## src/rtl/e203_exu_irbuf.sv

```systemverilog
// e203_exu_irbuf: in-order instruction buffer between the IFU and the decoder.
// Configuration macro: E203_IRBUF_2DEPTH_EN
//   defined   -> two entries, ifu_o_ready depends only on registered occupancy
//   undefined -> one entry, ifu_o_ready also opens when decode pops this cycle
// Payload leaves from registers only; nothing on ifu_o_* reaches ir_o_* in the same cycle.
module e203_exu_irbuf (
  input  logic        clk,
  input  logic        rst,
  input  logic        ifu_o_valid,
  output logic        ifu_o_ready,
  input  logic [31:0] ifu_o_ir,
  input  logic [31:0] ifu_o_pc,
  input  logic        ifu_o_prdt_taken,
  input  logic        ifu_o_misalgn,
  input  logic        ifu_o_buserr,
  input  logic        ifu_o_muldiv_b2b,
  input  logic        pipe_flush_req,
  output logic        ir_o_valid,
  input  logic        ir_o_ready,
  output logic [31:0] ir_o_instr,
  output logic [31:0] ir_o_pc,
  output logic        ir_o_prdt_taken,
  output logic        ir_o_misalgn,
  output logic        ir_o_buserr,
  output logic        ir_o_muldiv_b2b
);

  localparam int INSTR_SIZE = 32;
  localparam int PC_SIZE    = 32;
`ifdef E203_IRBUF_2DEPTH_EN
  localparam int DEPTH = 2;
`else
  localparam int DEPTH = 1;
`endif

  // One buffered instruction with the sideband flags that travel with it.
  typedef struct packed {
    logic [INSTR_SIZE-1:0] ir;
    logic [PC_SIZE-1:0]    pc;
    logic                  prdt_taken;
    logic                  misalgn;
    logic                  buserr;
    logic                  muldiv_b2b;
  } entry_t;

  entry_t     ent_q [DEPTH];
  entry_t     ent_d [DEPTH];
  logic [1:0] count_q;
  logic [1:0] count_d;
`ifdef E203_IRBUF_2DEPTH_EN
  logic       wptr_q;
  logic       wptr_d;
  logic       rptr_q;
  logic       rptr_d;
`endif

  entry_t     in_s;
  entry_t     head_s;
  logic       push_s;
  logic       pop_s;

  // Handshakes, head selection and the payload presented to decode.
  always_comb begin
    in_s = {ifu_o_ir, ifu_o_pc, ifu_o_prdt_taken, ifu_o_misalgn,
            ifu_o_buserr, ifu_o_muldiv_b2b};
`ifdef E203_IRBUF_2DEPTH_EN
    ifu_o_ready = (count_q < 2'd2);
    head_s      = ent_q[rptr_q];
`else
    ifu_o_ready = (count_q == 2'd0) | ir_o_ready;
    head_s      = ent_q[0];
`endif
    ir_o_valid      = (count_q != 2'd0) & ~pipe_flush_req;
    push_s          = ifu_o_valid & ifu_o_ready & ~pipe_flush_req;
    pop_s           = ir_o_valid & ir_o_ready;
    ir_o_instr      = head_s.ir;
    ir_o_pc         = head_s.pc;
    ir_o_prdt_taken = head_s.prdt_taken;
    ir_o_misalgn    = head_s.misalgn;
    ir_o_buserr     = head_s.buserr;
    ir_o_muldiv_b2b = head_s.muldiv_b2b;
  end

  // Next occupancy, pointers and entry contents; a flush empties the
  // buffer but leaves the payload registers untouched.
  always_comb begin
    for (int i = 0; i < DEPTH; i++) begin
      ent_d[i] = ent_q[i];
    end
    count_d = count_q;
`ifdef E203_IRBUF_2DEPTH_EN
    wptr_d = wptr_q;
    rptr_d = rptr_q;
`endif
    if (pipe_flush_req) begin
      count_d = 2'd0;
`ifdef E203_IRBUF_2DEPTH_EN
      wptr_d = 1'b0;
      rptr_d = 1'b0;
`endif
    end else begin
      if (push_s) begin
`ifdef E203_IRBUF_2DEPTH_EN
        ent_d[wptr_q] = in_s;
        wptr_d        = ~wptr_q;
`else
        ent_d[0] = in_s;
`endif
      end else begin
`ifdef E203_IRBUF_2DEPTH_EN
        wptr_d = wptr_q;
`else
        ent_d[0] = ent_q[0];
`endif
      end
`ifdef E203_IRBUF_2DEPTH_EN
      if (pop_s) begin
        rptr_d = ~rptr_q;
      end else begin
        rptr_d = rptr_q;
      end
`endif
      count_d = count_q + {1'b0, push_s} - {1'b0, pop_s};
    end
  end

  // State registers with asynchronous clear of occupancy, pointers and payload.
  always_ff @(posedge clk or posedge rst) begin
    if (rst) begin
      count_q <= 2'd0;
      for (int i = 0; i < DEPTH; i++) begin
        ent_q[i] <= '0;
      end
`ifdef E203_IRBUF_2DEPTH_EN
      wptr_q <= 1'b0;
      rptr_q <= 1'b0;
`endif
    end else begin
      count_q <= count_d;
      for (int i = 0; i < DEPTH; i++) begin
        ent_q[i] <= ent_d[i];
      end
`ifdef E203_IRBUF_2DEPTH_EN
      wptr_q <= wptr_d;
      rptr_q <= rptr_d;
`endif
    end
  end

endmodule
```

## config.mk

```make
export PLATFORM = sky130hd
export DESIGN_NAME = e203_exu_irbuf
export DESIGN_NICKNAME = d
export VERILOG_FILES = /design/src/rtl/e203_exu_irbuf.sv
export SDC_FILE = /design/constraint.sdc
export NUM_CORES = 1
export LEC_CHECK = 0
export BUFFER_PORTS_ARGS = -buffer_cell sky130_fd_sc_hd__clkbuf_2
export CORE_MARGIN = 2
export CORE_UTILIZATION = 35
export CTS_CLUSTER_SIZE = 14
export DETAILED_ROUTE_END_ITERATION = 16
export PLACE_DENSITY = 0.71
export SLEW_MARGIN = 20
export SYNTH_ARGS = -nofsm -noshare
export SYNTH_HDL_FRONTEND = slang
export SYNTH_SLANG_ARGS = --single-unit
```

## constraint.sdc

```tcl
create_clock -name clk -period 7 [get_ports clk]
set_input_delay 1.4 -clock clk [delete_from_list [all_inputs] [get_ports clk]]
set_output_delay 1.4 -clock clk [all_outputs]
set_load 0.01 [all_outputs]
```

==> results of run 1 <==
[final timing paths]
check | endpoint | slack [ns] | cells past startpoint
hold / removal | ir_o_instr[27] | 0.51 | 1
setup / recovery | ifu_o_ready | 3.69 | 3
hold reg to reg | ir_o_instr[27] | 0.51 | 1
setup reg to reg | count_q[1] | 4.45 | 9
min in group asynchronous | ir_o_pc[3] | 1.31 | 3
max in group asynchronous | ir_o_instr[25] | 5.15 | 3
[area by class of cell]
class / count / area (µm²) / share of cell area (%)
repair buffers: 143 / 718 / 19.4
well taps: 102 / 128 / 3.45
flip-flops and latches: 70 / 1750 / 47.4
clock inverters: 5 / 60.1 / 1.62
multi-input cells: 80 / 892 / 24.1
clock buffers: 11 / 131 / 3.55
inverters: 4 / 15.0 / 0.406
[Yosys cell counts]
| cell | number |
|---|---|
| sky130_fd_sc_hd__buf_2 | 5 |
| sky130_fd_sc_hd__mux2_4 | 9 |
| sky130_fd_sc_hd__inv_1 | 4 |
| sky130_fd_sc_hd__nor2b_1 | 1 |
| sky130_fd_sc_hd__nor2_1 | 3 |
| sky130_fd_sc_hd__mux2_2 | 59 |
| sky130_fd_sc_hd__or2_2 | 1 |
| sky130_fd_sc_hd__and2_1 | 2 |
| sky130_fd_sc_hd__o211a_1 | 1 |
| sky130_fd_sc_hd__dfrtp_1 | 70 |
| sky130_fd_sc_hd__xor2_1 | 1 |
| sky130_fd_sc_hd__buf_6 | 3 |
| sky130_fd_sc_hd__nor3_1 | 1 |
| sky130_fd_sc_hd__ha_1 | 2 |
[per-layer routing]
layer | wire length, µm | GRT usage (%)
met5 | 0 | 0
met4 | 47 | 4.85
met3 | 456 | 5.26
met2 | 2580 | 20.7
met1 | 2180 | 15.3
[stage by stage]
stage / cells / setup slack, ns / power (mW) / hold slack (ns)
5_1_grt: 415 / 3.60 / 1.23 / 0.527
4_1_cts: 415 / 3.69 / 1.18 / 0.512
3_3_place_gp: 399 / 3.47 / 0.854 / 0.489
3_5_place_dp: 399 / 3.43 / 0.864 / 0.495
2_1_floorplan: 162 / 3.83 / 0.724 / 0.524
6_report: 415 / 3.69 / 1.16 / 0.507
[power by group through the flow]
stage	combinational (mW)	clock, mW	sequential [mW]
2_1_floorplan	0.127	0	0.597
3_3_place_gp	0.301	0	0.553
3_5_place_dp	0.309	0	0.556
4_1_cts	0.309	0.323	0.549
5_1_grt	0.328	0.340	0.562
6_report	0.302	0.311	0.548
[flip-flops by register name, summed over array words and instances, names as in the netlist]
name             count
count_q              2
ir_o_buserr          1
ir_o_instr          32
ir_o_misalgn         1
ir_o_muldiv_b2b      1
ir_o_pc             32
ir_o_prdt_taken      1
[cell families (layout without fill, tap and decap cells)]
| kind of cell | count (synthesis) | in the layout | share of synthesized area, % |
|---|---|---|---|
| flip-flops | 70 | 70 | 64.6 |
| multiplexers | 68 | 68 | 29.5 |
| buffers and inverters | 12 | 163 | 2.72 |
| AND/OR/NAND/NOR | 8 | 8 | 1.52 |
| adder cells (fa/ha/maj) | 2 | 2 | 0.923 |
| AO/OA/AOI/OAI | 1 | 1 | 0.369 |
| XOR/XNOR | 1 | 1 | 0.323 |
==> results.toml, run 1 <==
[outcome]
run_status = "complete, no violations"

[timing]
slew_headroom_pct = 36.3
clock_skew_ns = 0.0102
finalCriticalPeriod_ns = 3.31
grt_setup_unrepaired = "no"
setup_viol_count_final = 0
tightestPinTransition_ns = 0.956
final-max-slew-violation-count = 0
timing.final.hold_violations = 0
final_min_period_over_clock_period_pct = 47.3
timing.fmax_mhz = 302
setup_tns_ns = 0

[worst_setup_path]
worst_path_buf_inv = 2
crit_path_max_fanout = 3
critical_path_arrival_ns = 1.91
worstPathCellList = "clkbuf_2 > or2_2 > clkbuf_2"
criticalPathCategory = "primary input to primary output"
critical-path-top-cell-by-count = "sky130_fd_sc_hd__clkbuf_2"
cp-start-kind = "primary input"
setup_crit_start = "ir_o_ready"
critPathRequiredTime_ns = 5.60
cpPeakStageDelay_ns = 0.28
critPathCaptureType = "primary output"
reg2reg_from = "count_q[1]"
worst_path_max_delay_cell = "sky130_fd_sc_hd__or2_2"
cpLargestDelayFamily = "simple AND/OR/NAND/NOR gates"

[clock_tree]
cts.sinks = 70
tritoncts = "yes"
cts-hold-fix-buffers = 0
cts-htree-levels = 3
clk_latency_ns = 0.33
cts_buffers = 9
cts_repair_resize_count = 0
clk_pin_slew_ns = 0.07
clock-root-buffer = "sky130_fd_sc_hd__clkbuf_8"
cts-root-to-sink-buffers = 2
cts_setup_buffers = 0

[floorplanning]
die_w_um = 92.0
core_area_mm2 = 0.00761
floorplan.die.height_um = 92.0
pin_count = 143
fp.dieArea_mm2 = 0.00846
placement_rows = 32
initial_core_util_pct = 35.6

[final_layout]
postLayoutCoreUtil_pct = 48.6
area_growth_pct = 36.4
final_nets = 383
layout-drive-gt1-share_pct = 72.8
final_common_cell = "sky130_fd_sc_hd__clkbuf_2"
fin_area_mm2 = 0.00370
layout_common_cells = "142 x sky130_fd_sc_hd__clkbuf_2, 70 x sky130_fd_sc_hd__dfrtp_1, 59 x sky130_fd_sc_hd__mux2_2"
fillCellCount = 727
antenna-diode-count = 0

[yosys]
synth.cell_area_mm2 = 0.00271
library_cells_used_by_synthesis = 14
library_cell_with_the_largest_summed_area_after_synthesis = "sky130_fd_sc_hd__dfrtp_1"
synth_area_leaders = "sky130_fd_sc_hd__dfrtp_1 65%, sky130_fd_sc_hd__mux2_2 25%, sky130_fd_sc_hd__mux2_4 5.0%, sky130_fd_sc_hd__buf_6 1.2%, sky130_fd_sc_hd__buf_2 0.92%"
yosysWarnings = 0
yosys_register_bits = 70
syn_avg_cell_area_um2 = 16.7
syn_inst_count = 162
part_of_the_yosys_area_used_for_sequential_elements_pct = 64.6
yosysTopAreaCellShare_pct = 64.6
syn_nets = 237

[drt]
iter_0_drt_violations = 30
vias = 1841
avgViaCountPerCell = 4.44
post_drt_wl_per_cell_um = 12.7
drtPass1Iterations = 4
finalWirelength_mm = 5.26
detail-route-antenna-nets = 0
drcViolationCount = 0

[place]
dpl.hpwl_mm = 3.81
portBuffers = 142
placement.cell_area_mm2 = 0.00350
finalWeightedCongestion = 0.681

[global_routing]
track_usage_pct = 12.8
grt_pass1_vias = 1858
initial_antenna_violation_count = 0
maximum_number_of_pins_on_one_net_before_global_route_repair = 71
wire_length_of_the_first_global_routing_pass_mm = 8.56
globalRouteOverflowTotal = 0

[hold_path]
hold_path.class = "register to register"
worst_hold_launch = "ir_o_instr[27]"

[power_and_ir_drop]
static-leakage-power_nw = 1.86
pwr_density_cell_mw_per_mm2 = 314
clock_power_share_pct = 26.8
power.switching_fraction_pct = 28.6
combinationalPowerShare_pct = 26.0
peakVddDrop_v = 0.000132
p_int_mw = 0.829
switchingPower_mw = 0.332
power_frac_seq_pct = 47.2

[run]
max_cap_viol_count = 0
Power figures use the tool's default switching activity.
==> run 2: changes to the inputs <==
==> constraint.sdc (replaced) <==
create_clock -name clk -period 3.4 [get_ports clk]
set_input_delay 0.68 -clock clk [delete_from_list [all_inputs] [get_ports clk]]
set_output_delay 0.68 -clock clk [all_outputs]
set_load 0.01 [all_outputs]
==> run 2 against run 1 <==
Against the previous run:
- worst setup slack worse by 2.3 ns
- routed wire length is 0.68% higher
- sequential power increased by 110%
- first-iteration DRC count increased by 90%
- count of clock-buffer cells in the layout stayed put
- critical path depth up 1
- critical endpoint is now ir_o_instr[10]
- largest cell class unchanged
- largest power group unchanged
==> results.toml, run 2 (synthesis results as in run 1) <==
[outcome]
run_status = "complete, no violations"

[drt]
vias = 1832
post_drt_wl_per_cell_um = 12.7
drcViolationCount = 0
avgViaCountPerCell = 4.40
iter_0_drt_violations = 57
drtPass1Iterations = 4
finalWirelength_mm = 5.30
detail-route-antenna-nets = 0

[timing]
final_min_period_over_clock_period_pct = 59.6
final-max-slew-violation-count = 0
finalCriticalPeriod_ns = 2.03
clock_skew_ns = 0.00834
timing.final.hold_violations = 0
setup_tns_ns = 0
tightestPinTransition_ns = 0.875
setup_viol_count_final = 0
timing.fmax_mhz = 494
grt_setup_unrepaired = "no"
slew_headroom_pct = 41.6

[floorplanning]
placement_rows = 32
floorplan.die.height_um = 92.0
die_w_um = 92.0
initial_core_util_pct = 35.6
core_area_mm2 = 0.00761
fp.dieArea_mm2 = 0.00846
pin_count = 143

[final_layout]
area_growth_pct = 36.8
layout_common_cells = "142 x sky130_fd_sc_hd__clkbuf_2, 70 x sky130_fd_sc_hd__dfrtp_1, 59 x sky130_fd_sc_hd__mux2_2"
fillCellCount = 705
final_nets = 385
area.sequential_mm2 = 0.00175
final_common_cell = "sky130_fd_sc_hd__clkbuf_2"
multiInputGateArea_um2 = 892
antenna-diode-count = 0
postLayoutCoreUtil_pct = 48.8
layout-drive-gt1-share_pct = 73.2

[worst_setup_path]
critPathRequiredTime_ns = 3.61
worstPathCellList = "nor2_1 > o211a_4 > buf_4 > mux2_2"
crit_path_max_fanout = 68
worst_path_max_delay_cell = "sky130_fd_sc_hd__buf_4"
critPathCaptureType = "register"
cp-start-kind = "register"
criticalPathCategory = "register to register"
cpPeakStageDelay_ns = 0.67
critical_path_arrival_ns = 2.24

[global_routing]
grt_pass1_vias = 1836
globalRouteOverflowTotal = 0
initial_antenna_violation_count = 0
track_usage_pct = 12.7
maximum_number_of_pins_on_one_net_before_global_route_repair = 69
wire_length_of_the_first_global_routing_pass_mm = 8.38

[power_and_ir_drop]
static-leakage-power_nw = 1.88
peakVddDrop_v = 0.000365
power.switching_fraction_pct = 27.9
pwr_density_cell_mw_per_mm2 = 644
power_frac_seq_pct = 47.3
p_int_mw = 1.72
clock_power_share_pct = 26.6
switchingPower_mw = 0.668
combinationalPowerShare_pct = 26.1

[clock_tree]
cts_buffers = 9
clock-root-buffer = "sky130_fd_sc_hd__clkbuf_8"
clk_pin_slew_ns = 0.07
cts-root-to-sink-buffers = 2
cts_repair_resize_count = 0
cts-hold-fix-buffers = 0
tritoncts = "yes"
cts_setup_buffers = 0
clk_latency_ns = 0.33
cts-htree-levels = 3
cts.sinks = 70

[place]
portBuffers = 142
dpl.hpwl_mm = 3.95
finalWeightedCongestion = 0.663

[run]
max_cap_viol_count = 0

[hold_path]
hold_path.class = "primary input to asynchronous set/reset pin"
## run 2: worst paths after layout
| check | from | to | slack, ns | cells after the start |
|---|---|---|---|---|
| worst min register to register | ir_o_pc[10] | ir_o_pc[10] | 0.51 | 1 |
| worst max-delay path | count_q[1] | ir_o_instr[10] | 1.37 | 4 |
| worst max register to register | count_q[1] | ir_o_instr[10] | 1.37 | 4 |
| min in group clk | ir_o_pc[10] | ir_o_pc[10] | 0.51 | 1 |
| max in group asynchronous | rst | ir_o_instr[25] | 2.62 | 3 |
| worst min-delay path | rst | ir_o_pc[28] | 0.41 | 3 |
## run 2: layout make-up
type                       instances  share of cell area [%]
timing repair buffer             145                    19.8
inverter                           4                   0.405
multi-input combinational         80                    24.1
clock buffer                      11                    3.81
clock inverter                     4                    1.28
tap                              102                    3.44
sequential                        70                    47.2
## run 2: critical path: cells and delay by family (launching register included)
family	cells	cell delay [ns]
AND/OR/NAND/NOR	1	0.21
buffers and inverters	1	0.67
flip-flops	1	0.39
multiplexers	1	0.42
AO/OA/AOI/OAI	1	0.18
## run 2: metal layers
| layer | wire length (µm) | up-vias | global-route usage [%] |
|---|---|---|---|
| met5 | 0 | - | 0 |
| met4 | 114 | 0 | 6.72 |
| met3 | 412 | 11 | 3.70 |
| met2 | 2610 | 80 | 20.6 |
| met1 | 2160 | 883 | 15.3 |
| li1 | - | 858 | - |
## run 2: power groups by stage
stage	Clock, mW	Sequential, mW	Combinational (mW)
floorplan	0	1.23	0.262
global placement	0	1.14	0.623
detailed placement	0	1.15	0.638
CTS	0.658	1.13	0.639
global route	0.701	1.16	0.678
finish	0.635	1.13	0.624
## run 2: per-stage QoR
stage / total power [mW] / instance area, µm² / hold WS [ns] / cells / setup slack [ns]
2_1_floorplan: 1.49 / 2710 / 0.524 / 162 / 0.952
3_3_place_gp: 1.76 / 3520 / 0.490 / 401 / 1.15
3_5_place_dp: 1.78 / 3520 / 0.495 / 401 / 1.11
4_1_cts: 2.43 / 3710 / 0.402 / 416 / 1.36
5_1_grt: 2.54 / 3710 / 0.446 / 416 / 1.22
6_report: 2.39 / 3710 / 0.408 / 416 / 1.37
